==> src/rtl/tanque_sensor_emulador.sv <==
// Water tank emulator with three level probes (H, M, L).
// The internal level moves once per prescaled tick: it fills by FILL_STEP while
// Ve is open and drains by DRAIN_STEP while Dreno is active, saturating at
// 0 and MAX_LEVEL. The probes switch on at their thresholds and only switch
// off HYST below them. Fault injection overrides the probe outputs
// combinationally so the downstream decoder sees its error patterns.
module tanque_sensor_emulador #(
    parameter int unsigned LEVEL_W    = 8,
    parameter int unsigned MAX_LEVEL  = 255,
    parameter int unsigned INIT_LEVEL = 0,
    parameter int unsigned TICK_DIV   = 1000,
    parameter int unsigned FILL_STEP  = 2,
    parameter int unsigned DRAIN_STEP = 1,
    parameter int unsigned L_TH       = 64,
    parameter int unsigned M_TH       = 128,
    parameter int unsigned H_TH       = 192,
    parameter int unsigned HYST       = 8
) (
    input  logic               Clk,
    input  logic               Rst_n,
    input  logic               Ve,
    input  logic               Dreno,
    input  logic [1:0]         Fault_Sel,
    input  logic               Clr_Flags,
    output logic [LEVEL_W-1:0] Level,
    output logic               H,
    output logic               M,
    output logic               L,
    output logic               Tick,
    output logic               Overflow,
    output logic               Seco
);

    localparam int unsigned CNT_W = (TICK_DIV > 1) ? $clog2(TICK_DIV) : 1;
    localparam int unsigned SUM_W = LEVEL_W + 2;

    localparam logic [CNT_W-1:0]          CNT_LAST = CNT_W'(TICK_DIV - 1);
    localparam logic [LEVEL_W-1:0]        LVL_MAX  = LEVEL_W'(MAX_LEVEL);
    localparam logic [LEVEL_W-1:0]        LVL_INIT = LEVEL_W'(INIT_LEVEL);
    localparam logic signed [SUM_W-1:0]   SUM_MAX  = SUM_W'(MAX_LEVEL);
    localparam logic signed [SUM_W-1:0]   SUM_FILL = SUM_W'(FILL_STEP);
    localparam logic signed [SUM_W-1:0]   SUM_DRN  = SUM_W'(DRAIN_STEP);

    localparam logic [LEVEL_W-1:0] L_ON  = LEVEL_W'(L_TH);
    localparam logic [LEVEL_W-1:0] L_OFF = LEVEL_W'(L_TH - HYST);
    localparam logic [LEVEL_W-1:0] M_ON  = LEVEL_W'(M_TH);
    localparam logic [LEVEL_W-1:0] M_OFF = LEVEL_W'(M_TH - HYST);
    localparam logic [LEVEL_W-1:0] H_ON  = LEVEL_W'(H_TH);
    localparam logic [LEVEL_W-1:0] H_OFF = LEVEL_W'(H_TH - HYST);

    logic [CNT_W-1:0]        presc_q, presc_d;
    logic [LEVEL_W-1:0]      level_q, level_d;
    logic                    sh_q, sh_d;
    logic                    sm_q, sm_d;
    logic                    sl_q, sl_d;
    logic                    tick_q, tick_d;
    logic                    ovf_q, ovf_d;
    logic                    seco_q, seco_d;
    logic                    wrap;
    logic signed [SUM_W-1:0] sum;

    // Probe with hysteresis: on at/above the threshold, off below threshold-HYST, else hold.
    function automatic logic probeNext(input logic [LEVEL_W-1:0] lvl,
                                       input logic [LEVEL_W-1:0] onTh,
                                       input logic [LEVEL_W-1:0] offTh,
                                       input logic               cur);
        logic res;
        res = cur;
        if (lvl >= onTh) begin
            res = 1'b1;
        end else if (lvl < offTh) begin
            res = 1'b0;
        end
        return res;
    endfunction

    // Prescaler, saturating level update, sticky flags and probe next-state.
    always_comb begin
        presc_d = presc_q;
        level_d = level_q;
        tick_d  = 1'b0;
        ovf_d   = ovf_q;
        seco_d  = seco_q;
        wrap    = (presc_q == CNT_LAST);
        sum     = signed'(SUM_W'(level_q))
                + (Ve    ? SUM_FILL : '0)
                - (Dreno ? SUM_DRN  : '0);

        if (Clr_Flags) begin
            ovf_d  = 1'b0;
            seco_d = 1'b0;
        end

        if (wrap) begin
            presc_d = '0;
            tick_d  = 1'b1;
            if (sum < 0) begin
                level_d = '0;
            end else if (sum > SUM_MAX) begin
                level_d = LVL_MAX;
            end else begin
                level_d = sum[LEVEL_W-1:0];
            end
            if (Ve && (level_q == LVL_MAX)) begin
                ovf_d = 1'b1;
            end
            if (Dreno && (level_q == '0)) begin
                seco_d = 1'b1;
            end
        end else begin
            presc_d = presc_q + CNT_W'(1);
        end

        sh_d = probeNext(level_q, H_ON, H_OFF, sh_q);
        sm_d = probeNext(level_q, M_ON, M_OFF, sm_q);
        sl_d = probeNext(level_q, L_ON, L_OFF, sl_q);
    end

    // State registers with synchronous active-low reset.
    always_ff @(posedge Clk) begin
        if (!Rst_n) begin
            presc_q <= '0;
            level_q <= LVL_INIT;
            sh_q    <= 1'b0;
            sm_q    <= 1'b0;
            sl_q    <= 1'b0;
            tick_q  <= 1'b0;
            ovf_q   <= 1'b0;
            seco_q  <= 1'b0;
        end else begin
            presc_q <= presc_d;
            level_q <= level_d;
            sh_q    <= sh_d;
            sm_q    <= sm_d;
            sl_q    <= sl_d;
            tick_q  <= tick_d;
            ovf_q   <= ovf_d;
            seco_q  <= seco_d;
        end
    end

    // Fault override on the probe outputs; the probe registers themselves are untouched.
    always_comb begin
        H = sh_q;
        M = sm_q;
        L = sl_q;
        unique case (Fault_Sel)
            2'b01:   M = 1'b0;
            2'b10:   H = 1'b1;
            2'b11:   L = 1'b0;
            default: ;
        endcase
    end

    assign Level    = level_q;
    assign Tick     = tick_q;
    assign Overflow = ovf_q;
    assign Seco     = seco_q;

endmodule

==> config.mk <==
export PLATFORM = sky130hd
export DESIGN_NAME = tanque_sensor_emulador
export DESIGN_NICKNAME = d
export VERILOG_FILES = /design/src/rtl/tanque_sensor_emulador.sv
export SDC_FILE = /design/constraint.sdc
export NUM_CORES = 1
export LEC_CHECK = 0
export ABC_AREA = 1
export BUFFER_PORTS_ARGS = -buffer_cell sky130_fd_sc_hd__buf_2
export CAP_MARGIN = 20
export CORE_ASPECT_RATIO = 1.1
export CORE_MARGIN = 3
export CORE_UTILIZATION = 50
export DETAILED_ROUTE_END_ITERATION = 10
export PLACE_DENSITY = 0.71
export SLEW_MARGIN = 20
export SYNTH_ARGS = -nofsm -noshare
export SYNTH_HDL_FRONTEND = slang
export SYNTH_SLANG_ARGS = --single-unit
==> constraint.sdc <==
create_clock -name Clk -period 2.5 [get_ports Clk]
set_input_delay 0.25 -clock Clk [delete_from_list [all_inputs] [get_ports Clk]]
set_output_delay 0.25 -clock Clk [all_outputs]
set_load 0.1 [all_outputs]
After elaboration in Yosys (flattened, before gate mapping)
Index checks and enable logic that the tools add are counted.
- divide/modulo/power cells: 0
- multiply operators: 0
- magnitude comparators: 8
- eq/ne operators: 5
- reduce and logical (&&, ||, !) cells: 7
- bitwise logic cells: 1
- muxes and demuxes: 20
- $add $sub $neg: 3
- shift operators: 0
- operators with widths (cell ; count):
    1-bit two-way mux ; 17
    8-bit >= comparator (second input constant) ; 2
    8-bit two-way mux ; 2
    10-bit by 1-bit adder with 10-bit output (second input constant) ; 1
    10-bit == test (second input constant) ; 1
    10-bit by 9-bit greater-than comparator with 1-bit output (second input constant) ; 1
    10-bit by 1-bit < comparator with 1-bit output (second input constant) ; 1
    9-bit by 1-bit subtractor with 10-bit output ; 1
    8-bit by 2-bit adder with 9-bit output ; 1
    8-bit == test (second input constant) ; 1
    8-bit by 7-bit >= comparator with 1-bit output (second input constant) ; 1
    8-bit logical NOT ; 1
    8-bit by 6-bit < comparator with 1-bit output (second input constant) ; 1
    8-bit by 7-bit < comparator with 1-bit output (second input constant) ; 1
    8-bit < comparator (second input constant) ; 1
    2-bit nonzero test ; 3
    2-bit == test (second input constant) ; 2
    2-bit by 1-bit == test with 1-bit output (second input constant) ; 1
    1-bit logical AND ; 2
    2-bit two-way mux ; 1
    2-bit OR reduction ; 1
    1-bit inverter ; 1
- RAM bits: 0
- bits of input ports: 7
- latch bits: 0
- memories kept: 0
- register bits: 24
- ROM bits: 0
- output and inout port bits: 14
- word-level logic and storage cells: 52

Depth between registers and ports, before layout
- word-level depth: 6
- gate-level depth with buffers: 14
- gate-level depth less buffers: 14

Worst setup path before layout
Ideal clock, no wire load.
- path kind: reg2out
- start point: register sm_q
- end point: output port M
- arrival: 2500 ps
- path slack: -250 ps
- data required time: 2250 ps
- stages on the path, launching flop included: 2
- buffers on the path: 0
- path through: dfxtp_1 a21boi_0
- word-level cells in the longest chain between the ends: 1
- ends and longest elaborated chain (item ; line ; source):
    from (decl) ; 54 ; logic sm_q, sm_d;
    from (signal assigned) ; 134 ; sm_q <= sm_d;
    1-bit two-way mux ; 147 ; unique case (Fault_Sel)
    to (decl) ; 27 ; output logic M,
No other way between the ends.

Worst setup path after layout
- start point: register level_q[1], in the netlist Level[1]
- end point: register level_q[0], in the netlist Level[0]
- word-level cells in the longest chain between the ends: 5
- elaborated cells on any way between the ends: 6
- those cells by class: 2 x add/sub; 2 x order compare; 2 x mux
- ends and longest elaborated chain (item ; line ; source):
    from (decl) ; 52 ; logic [LEVEL_W-1:0] level_q, level_d;
    from (signal assigned) ; 132 ; level_q <= level_d;
    8-bit by 2-bit adder with 9-bit output (*) ; 86 ; + (Ve ? SUM_FILL : '0)
    9-bit by 1-bit subtractor with 10-bit output (*) ; 87 ; - (Dreno ? SUM_DRN : '0);
    10-bit by 9-bit greater-than comparator with 1-bit output ; 99 ; end else if (sum > SUM_MAX) begin
    8-bit two-way mux ; 99 ;
    8-bit two-way mux (*) ; 97 ; if (sum < 0) begin
Every way passes the cells marked *; elsewhere a longest branch is shown, timed or not.
A chain may end at the register's enable or synchronous reset.

==> results.toml <==
[flow_run]
drv_cap = 0

[sta]
maxClockFrequency_mhz = 459
holdWs_ps = 209
slew_violations = 0
fin_skew_ps = 2.25
setup_viol = 0
post-route-min-period_ps = 2180
final-hold-violation-count = 0
fin_crit_sh = 0.872
worstMarginPinSlew_ps = 489
tns_ps = 0
slew_headroom = 0.676
rsz0062_at_grt = "no"

[finish]
num_antenna_cells = 0
syn2layout_area_growth_pct = 11.6
final_layout_size_suffix_gt1_frac = 0.186
nets = 270

[die]
core-area_sq_mm = 0.00290
pin_count = 21
rows = 20
fp.dieW_microns = 59.6
initial_core_util = 0.544
die-area_sq_mm = 0.00387
dieHeight_microns = 64.9

[route]
drt_wl_total_mm = 3.09
routed_via_density = 4.84
drc = 0
wl_per_cell_microns = 11.2
vias = 1331
dr.pass1.iters = 4
first_iter_violations = 51
drtAntennaViolNets = 0

[clock_tree]
cts_setup_buffers = 0
cts_tree = "built"
htree_num_levels = 1
cts_resized = 0
ctsHoldBuffers = 0
clockBufferDepth = 2
cts-root-buf = "clkbuf_4"
clkSinkCount = 24
clk_pin_slew_ps = 130
cts_made_buffers = 3
insertion_delay_ps = 310

[worst_hold_path]
min_path_type = "primary input to flip-flop"
min_to = "Overflow"
whs_path_depth = 4
holdCritStartpoint = "Clr_Flags"

[global_route]
antenna_found_initial = 0
grtUsageTotal = 0.177
grt_pass1_wl_mm = 5.29
grt_pass1_vias = 1213
grt_start_max_net_pins = 14
grt-ovfl-total = 0

[synthesis]
synth-edff-count = 0
ys.flop_type = "dfxtp_1"
synthTopCellsByArea = "dfxtp_1 (30%), nand2_1 (15%), ha_1 (15%)"
synth_top_area_frac = 0.304
ys_ff_latch = 24
syn-cell-area_sq_mm = 0.00158
synthArstFlopShare = 0
yosysWarnings = 0
syn_nets = 245
synth_area_leader_cell = "dfxtp_1"
ys_seq_area_frac = 0.304
syn_avg_cell_area_sq_um = 7.24
synth_common_cells = "nand2_1 (64), inv_1 (38), dfxtp_1 (24)"
synthCells = 218
ys_types = 31
yosysMostFrequentCell = "nand2_1"

[critical_path]
critPathKind = "flip-flop to flip-flop"
worstRegToRegCells = 11
crit_slowest_cell = "fa_1"
crit_family = "adder cells"
cp_max_fo = 8
crit_top_cell = "inv_1"
start_kind = "flip-flop"
crit_arrival_ps = 2440
path_cells = "inv_1 > ha_1 > inv_1 > ha_1 > inv_1 > fa_1 > o21ai_2 > nand2_2 > a21oi_4 > nand2_1 > o21ai_2"
end_kind = "flip-flop"
timing.rr.start = "Level[1]"
reg2reg_slack_ps = 320
critical_path_required_ps = 2760
worstReg2RegEnd = "Level[0]"
crit_buf_inv = 3
cpPeakStageDelay_ps = 410

[run_status]
status = "completed"

[placed_design]
routabilityCongestion = 0.872
port_buffers = 20
dp_hpwl_mm = 2.54

[pwr]
p_per_area_mw_per_mm2 = 375
p_leak_nw = 0.933
ir_drop_v = 0.000248
==> final cells by class <==
class	count	area [sq um]
inverters	41	154
repair buffers	21	108
clock buffers	4	36.3
well taps	33	41.3
fillers	266	1140
multi-input cells	152	940
flip-flops and latches	24	483
==> sequential cells by signal (all words and copies together), names as in the netlist <==
register and cells:
Seco 1, sl_q 1, sm_q 1, Overflow 1, Level 8, Tick 1
sh_q 1, presc_q 10
==> worst max path at each step <==
stage               endpoint  cells after the start  slack, ps      from
finish              Level[0]                     11        320  Level[1]
global route        Level[4]                     13        140  Level[1]
CTS                 Level[0]                     11        300  Level[1]
detailed placement  Level[0]                     11        330  Level[1]
global placement    Level[0]                     11        400  Level[1]
floorplan           Level[1]                     11         30  Level[7]
==> where the power goes <==
part	internal, mW	total (mW)	leakage [nW]	switching [mW]
combinational	0.0236	0.0653	0.717	0.0417
sequential	0.386	0.389	0.195	0.00276
clock	0.0889	0.206	0.0210	0.117
==> stage by stage <==
step,setup WS (ps),std cells,total power [mW],instance area [sq um],utilization
floorplan,30.0,218,0.446,1580,-
global placement,401,271,0.462,1730,0.594
detailed placement,328,271,0.463,1730,0.594
CTS,305,275,0.660,1760,0.607
global route,137,275,0.689,1760,0.607
finish,319,275,0.660,1760,0.607
==> tightest hold or removal path, delay by kind of cell <==
kind            cells  cell delay [ps]
simple gates        1               60
compound gates      1               60
buf+inv             2              110
==> layout by cell type, fill, tap and decap left out, types with 2 or more instances in the layout <==
| cell type | count |
|---|---|
| dfxtp_2 | 2 |
| a21oi_1 | 10 |
| inv_2 | 3 |
| nand3_1 | 10 |
| xor2_1 | 3 |
| nor2_1 | 10 |
| nor3_1 | 3 |
| nor3b_1 | 2 |
| a21oi_4 | 2 |
| o21ai_2 | 4 |
| o21ai_0 | 4 |
| buf_2 | 20 |
| clkbuf_4 | 3 |
| nor2_2 | 3 |
| a21boi_1 | 2 |
| nand2_1 | 64 |
| ha_1 | 19 |
| nand3_2 | 2 |
| nand2_2 | 2 |
| dfxtp_1 | 22 |
| inv_1 | 38 |
==> logic make-up after synthesis <==
| logic type | after synthesis | share of synthesized area |
|---|---|---|
| DFF | 24 | 0.304 |
| buffers and inverters | 42 | 0.101 |
| AOI/OAI and AO/OA | 28 | 0.130 |
| and+or+nand+nor | 100 | 0.280 |
| xor gates and xnor gates | 4 | 0.0222 |
| adders and majority gates | 20 | 0.163 |
==> layer usage <==
metal  GRT usage  up-vias  part of all wire
met5           0        -                 0
met3      0.0239        4             0.036
met1       0.255      571              0.54
met2       0.268       26              0.42
met4      0.0582        0             0.011
li1            -      730                 -
No activity file was read; power rests on OpenSTA's default activity.
